[src/rtl/buffer_pkg.sv]
// buffer_pkg: shared helpers for the circular multi-word register-file buffer.
package buffer_pkg;

    function automatic bit is_pow2(input int n);
        return n > 0 && (n & (n - 1)) == 0;
    endfunction

endpackage

[src/rtl/buffer_read_mux.sv]
// buffer_read_mux: SIZE:1 word selector used once per read-window word.
module buffer_read_mux #(
    parameter int SIZE  = 16,
    parameter int WIDTH = 8,
    parameter int BIT   = $clog2(SIZE)
) (
    input  logic [WIDTH-1:0] mem [SIZE],
    input  logic [BIT-1:0]   sel,
    output logic [WIDTH-1:0] word
);

    assign word = mem[sel];

endmodule

[src/rtl/buffer.sv]
// buffer: circular register file, K-word synchronous write window and J-word combinational read window.
module buffer
    import buffer_pkg::*;
#(
    parameter int SIZE  = 16,
    parameter int WIDTH = 8,
    parameter int K     = 4,
    parameter int J     = 4,
    parameter int BIT   = $clog2(SIZE)
) (
    input  logic               clk,
    input  logic               rst,
    input  logic               ld,
    input  logic [BIT-1:0]     write_add,
    input  logic [BIT-1:0]     read_add,
    input  logic [WIDTH*K-1:0] par_in,
    output logic [WIDTH*J-1:0] par_out
);

    if (!is_pow2(SIZE)) begin : g_size_chk
        $error("buffer: SIZE must be a power of two");
    end
    if (K > SIZE || J > SIZE) begin : g_win_chk
        $error("buffer: K and J must not exceed SIZE");
    end

    logic [WIDTH-1:0] mem [SIZE];
    logic [BIT-1:0]   wa  [K];

    // BIT-wide sums truncate, so windows wrap past SIZE-1 back to 0
    for (genvar i = 0; i < K; i++) begin : g_wa
        assign wa[i] = write_add + BIT'(i);
    end

    always_ff @(posedge clk) begin
        if (!rst)
            for (int e = 0; e < SIZE; e++) mem[e] <= '0;
        else if (ld)
            for (int i = 0; i < K; i++) mem[wa[i]] <= par_in[i*WIDTH +: WIDTH];
    end

    for (genvar j = 0; j < J; j++) begin : g_rd
        buffer_read_mux #(.SIZE(SIZE), .WIDTH(WIDTH), .BIT(BIT)) u_mux (
            .mem  (mem),
            .sel  (read_add + BIT'(j)),
            .word (par_out[j*WIDTH +: WIDTH])
        );
    end

endmodule

[config.mk]
export PLATFORM = sky130hd
export DESIGN_NAME = buffer
export DESIGN_NICKNAME = d
export VERILOG_FILES = /design/src/rtl/buffer_pkg.sv /design/src/rtl/buffer_read_mux.sv /design/src/rtl/buffer.sv
export SDC_FILE = /design/constraint.sdc
export NUM_CORES = 1
export LEC_CHECK = 0
export ABC_AREA = 1
export BUFFER_PORTS_ARGS = -buffer_cell sky130_fd_sc_hd__buf_2
export CORE_MARGIN = 2
export CORE_UTILIZATION = 26
export CTS_CLUSTER_DIAMETER = 40
export DETAILED_ROUTE_END_ITERATION = 6
export GPL_ROUTABILITY_DRIVEN = 0
export PLACE_DENSITY = 0.49
export SYNTH_ARGS = -nofsm -noshare
export SYNTH_HDL_FRONTEND = slang
export SYNTH_SLANG_ARGS = --single-unit
[constraint.sdc]
create_clock -name clk -period 4.95 [get_ports clk]
set_clock_uncertainty 0.05 [all_clocks]
set_input_delay 0.2475 -clock clk [delete_from_list [all_inputs] [get_ports clk]]
set_output_delay 0.2475 -clock clk [all_outputs]
set_load 0.005 [all_outputs]
After elaboration in Yosys (flattened, before gate mapping)

Index checks and enable logic that the tools add are counted.
W data, S select, Z words.

Bits in registers: 128
Input port bits: 43
Output and inout bits: 32
Logic and storage cells: 70

Add/sub/neg operators: 6
$lt $le $gt $ge: 12
Muxes and demuxes: 24
Bitwise logic cells: 8
Reduce and logical (&&, ||, !) cells: 4

Operators with widths:

| operator              | number |
|---|---|
| $bwmux W128           | 4 |
| $bmux W8 S4           | 4 |
| $demux W8 S4          | 4 |
| $mux W8               | 12 |
| $ge A5 B5 Y1 const B  | 8 |
| $not A4 Y5            | 8 |
| $lt A5 B1 Y1 const B  | 4 |
| $add A4 B2 Y4 const B | 4 |
| $add A4 B1 Y4 const B | 2 |
| $logic_and A1 B1 Y1   | 4 |

Depth between registers and ports, before layout

Depth in word-level cells: 9
Depth in mapped cells: 16
Depth with buffers taken out: 14

Modules after synthesis

From an unflattened synthesis, not the netlist that was laid out.

Cells, all modules: 3,326
Area, all modules: 16,064.2 µm²

Modules (own cells, without submodules):

| module          | instances | cells an instance | area an instance (µm²) | sequential area each (µm²) |
|---|---|---|---|---|
| buffer          | 1         | 1,774             | 9,437.8                | 2,562.5 |
| buffer_read_mux | 4         | 388               | 1,656.6                | 0.0 |

Worst setup path before layout

Ideal clock, no wire load.

Path kind: input port to output port
From: input read_add[1]
To: output par_out[28]
Arrival: 1.835 ns
Data required time: 4.653 ns
Slack: 2.818 ns
Stages: 10
Buffers on the path: 2
Path through: inv_2 > clkbuf_1 > ha_1 > xor2_1 > inv_1 > buf_2 > nand3_1 > nand2_1 > nor2_1 > a31oi_1

Word-level cells in the longest chain between the ends: 5

Ends and longest elaborated chain:

| item                                       | RTL line              | text |
|---|---|---|
| start: declaration                         | buffer.sv:15          | `input logic [BIT-1:0] read_add,` |
| $add A4 B2 Y4                              | buffer.sv:45          | `.sel (read_add + BIT'(j)),` |
| $not A4 Y5 (not written as such)           | buffer_read_mux.sv:12 | `assign word = mem[sel];` |
| $bmux W8 S4                                | buffer_read_mux.sv:12 |  |
| $mux W8 (not written as such) (2 in a row) | buffer_read_mux.sv:12 |  |
| end: declaration                           | buffer.sv:17          | `output logic [WIDTH*J-1:0] par_out` |

No other way between the ends. The select of a mux whose other input is x is not followed.

Worst setup path in the final report

From: input read_add[0]
To: output par_out[0]

Word-level cells in the longest chain between the ends: 4

Ends and longest elaborated chain:

| item                                       | RTL line |
|---|---|
| $not A4 Y5 (not written as such)           | buffer_read_mux.sv:12 |
| $bmux W8 S4                                | buffer_read_mux.sv:12 |
| $mux W8 (not written as such) (2 in a row) | buffer_read_mux.sv:12 |

No other way between the ends. The select of a mux whose other input is x is not followed.

==> flow_metrics.py <==
metrics = {
    "outcome": {
        "status": "finished with violations",
        "violations": "design-rule violations",
    },
    "clock_tree": {
        "clock-sinks": 128,
        "post-cts-setup-buffers": 0,
        "ctsHoldBuffers": 0,
        "clock_latency_ns": 0.43,
        "cts_tree": "built",
        "clk_pin_slew_ns": 0.06,
        "cts_resized": 0,
        "cts_htree_levels": 4,
        "cts.path.max_buffers": 2,
        "root_buffer": "clkbuf_16",
        "cts-buffers-inserted": 17,
    },
    "route": {
        "wl_per_cell_um": 21.2,
        "ant_nets": 0,
        "avgViaCountPerCell": 5.27,
        "routed_wl_mm": 68.0,
        "drc_errors": 8,
        "drt_iter0_drc": 2680,
        "dr.pass1.iters": 7,
        "vias": 16900,
    },
    "yosys": {
        "syn_nets": 2604,
        "ys_seq_area_frac": 0.192,
        "syn_inst": 2555,
        "synth_top_area_frac": 0.299,
        "postSynthAreaPerCell_um2": 5.22,
        "synth-simple-area-share": 0.551,
        "synth_top_area_cell": "nand2_1",
        "muxShareOfSynthArea": 0.00675,
        "async_flop_share": 0,
        "synth-edff-count": 0,
        "yosysUniqueCellTypes": 39,
        "synth_top_cells_by_count": "nand2_1 (1,064), nor2_1 (364), nand3_1 (203)",
        "netlist_area_um2": 13300,
        "synth_most_common_cell": "nand2_1",
        "synth_xor_area_frac": 0.00131,
        "synth_top_family_by_area": "simple AND/OR/NAND/NOR gates",
        "ys.flop_type": "dfxtp_1",
        "ys_seq_elements": 128,
        "synth_compound_area_frac": 0.131,
        "synthAdderAreaFrac": 0.00563,
        "synth_area_leaders": "nand2_1 (30%), dfxtp_1 (19%), nor2_1 (10%)",
        "synth_warnings": 0,
    },
    "global_route": {
        "grt_antenna_before_repair": 2,
        "grt_pass1_wl_mm": 98.1,
        "grtUsageTotal": 0.248,
        "grt_overflow": 0,
        "grt_max_degree": 152,
        "grt_pass1_vias": 14700,
    },
    "sta": {
        "maxSlewViolCount": 0,
        "slew_headroom": 0.0367,
        "hold_viol_final": 0,
        "min_period_over_period": 0.695,
        "worstMarginPinSlew_ns": 1.43,
        "rsz0062_at_grt": "no",
        "clock.fmax_ghz": 0.291,
        "setup_violations": 0,
        "finalSetupTns_ns": 0,
        "period_needed_ns": 3.44,
    },
    "critical_path": {
        "cp.arrival_ns": 3.14,
        "critPathMaxStageDelay_ns": 0.85,
        "rr_endpoint": "mem[2]",
        "path_cells": "buf_6 > buf_4 > o21ai_0 > nand2_1 > nand3_1 > nand2_1 > a21oi_1 > a31oi_1 > buf_2",
        "worstSetupPathDepth": 9,
        "path_buf_inv": 3,
        "worst_ep_required_time_ns": 4.65,
        "reg2reg_depth": 4,
        "cp-startpoint": "read_add[0]",
        "critPathCaptureType": "primary output",
        "critPathTopFamily": "buffers and inverters",
        "crit_type": "input port to primary output",
        "endpoint": "par_out[0]",
        "critPathMostFrequentCell": "nand2_1",
        "critPathMaxFanout": 151,
        "rrSetupSlack_ns": 4.04,
        "slowest_stage": "buf_4",
        "r2r-start": "mem[2]",
        "startpoint_type": "input port",
    },
    "layout": {
        "largest_register_ffs": 128,
        "num-fill-cells": 5845,
        "drive_above_1_share": 0.0876,
        "reg_top3": "mem: 128 flops",
        "fin_util": 0.286,
        "antenna_cells": 0,
        "nets": 2558,
        "area_growth_pct": 9.39,
        "regArea_um2": 2560,
        "top_register": "mem",
        "multi_input_area_um2": 9280,
    },
    "run": {
        "maxCapViolCount": 0,
    },
    "floorplanning": {
        "die_area_um2": 53100,
        "initial_core_util": 0.262,
        "die_y_um": 230,
        "fp-row-count": 83,
        "num_io_pins": 75,
        "dieWidth_um": 230,
        "core_um2": 51000,
    },
    "placement": {
        "hpwl_mm": 50.8,
        "io_buffers": 74,
    },
    "power": {
        "power_density_nw_per_um2": 265,
        "p_leak_nw": 7.39,
        "ir_worst_vdd_uv": 217,
    },
    "worst_hold_path": {
        "hold_class": "input port to flip-flop",
    },
}
==> cell families (layout without fill, tap and decap cells) <==
family | count (synthesis) | in the layout
AND/OR/NAND/NOR | 1743 | 1743
buffers and inverters | 358 | 325
AO/OA/AOI/OAI | 309 | 309
flip-flops | 128 | 128
multiplexers | 9 | 9
adder cells (fa/ha/maj) | 6 | 6
XOR/XNOR | 2 | 2
==> metrics by stage <==
step	total power [mW]	area (µm²)	hold WS, ns	setup slack [ns]	instances
3_3_place_gp	2.45	14000	0.469	1.54	3170
3_5_place_dp	2.45	14000	0.468	1.52	3170
4_1_cts	3.84	14600	0.306	1.51	3202
6_report	3.87	14600	0.339	1.51	3202
2_1_floorplan	1.99	13300	0.426	2.82	2555
5_1_grt	4.04	14600	0.383	1.26	3202
==> cells in the final DEF, fill, tap and decap left out, types with 3 or more instances in the layout <==
| cell | n |
|---|---|
| bufinv_16 | 4 |
| dfxtp_1 | 128 |
| a31oi_1 | 29 |
| ha_1 | 5 |
| clkinv_1 | 6 |
| o21ai_1 | 5 |
| nand3b_1 | 19 |
| inv_4 | 3 |
| nand2_4 | 5 |
| nor2_4 | 11 |
| mux2i_1 | 9 |
| inv_2 | 16 |
| nand2_2 | 32 |
| o221ai_1 | 12 |
| nand2_1 | 1064 |
| o21ai_0 | 169 |
| nand3_2 | 8 |
| nand3_1 | 203 |
| clkbuf_16 | 17 |
| buf_4 | 11 |
| nor2_2 | 14 |
| nand2_8 | 4 |
| nand4_1 | 9 |
| a21oi_1 | 40 |
| o211ai_1 | 39 |
| inv_1 | 182 |
| nor2_1 | 364 |
| clkinv_4 | 5 |
| buf_2 | 72 |
| o22ai_1 | 15 |
| nor2_8 | 4 |
==> cell type report <==
cell class,count,area share
Timing Repair Buffer,84,0.0311
Sequential cell,128,0.176
Multi-Input combinational cell,2069,0.636
Clock inverter,15,0.0143
Inverter,209,0.0551
Clock buffer,17,0.0292
Tap cell,680,0.0583
==> where the power goes <==
| part | switching [mW] | internal (mW) |
|---|---|---|
| clock | 0.536 | 0.850 |
| sequential | 0.0392 | 1.10 |
| combinational | 0.991 | 0.349 |
| total | 1.57 | 2.30 |
==> worst min-delay path by stage <==
| stage | from | to | slack [ns] | cells after the start |
|---|---|---|---|---|
| after global placement | mem[15] | mem[15] | 0.47 | 4 |
| after global routing | par_in[4] | mem[4] | 0.38 | 5 |
| after detailed placement | mem[38] | mem[38] | 0.47 | 4 |
| after CTS | par_in[2] | mem[74] | 0.31 | 5 |
| final | par_in[2] | mem[74] | 0.34 | 5 |
| after floorplan | par_in[20] | mem[4] | 0.43 | 4 |
==> per-layer routing <==
| metal | wire, µm | GRT usage |
|---|---|---|
| met3 | 7720 | 0.0590 |
| met4 | 2900 | 0.0974 |
| met1 | 29900 | 0.350 |
| met5 | 13 | 0 |
| met2 | 27400 | 0.360 |
==> worst register-to-register path: stages, from the launching register on <==
cell	delay, ns
dfxtp_1	0.51
inv_1	0.07
nand2_1	0.07
nand2_1	0.05
nor2_1	0.10
Note: power is estimated with default switching activity, not from simulation.
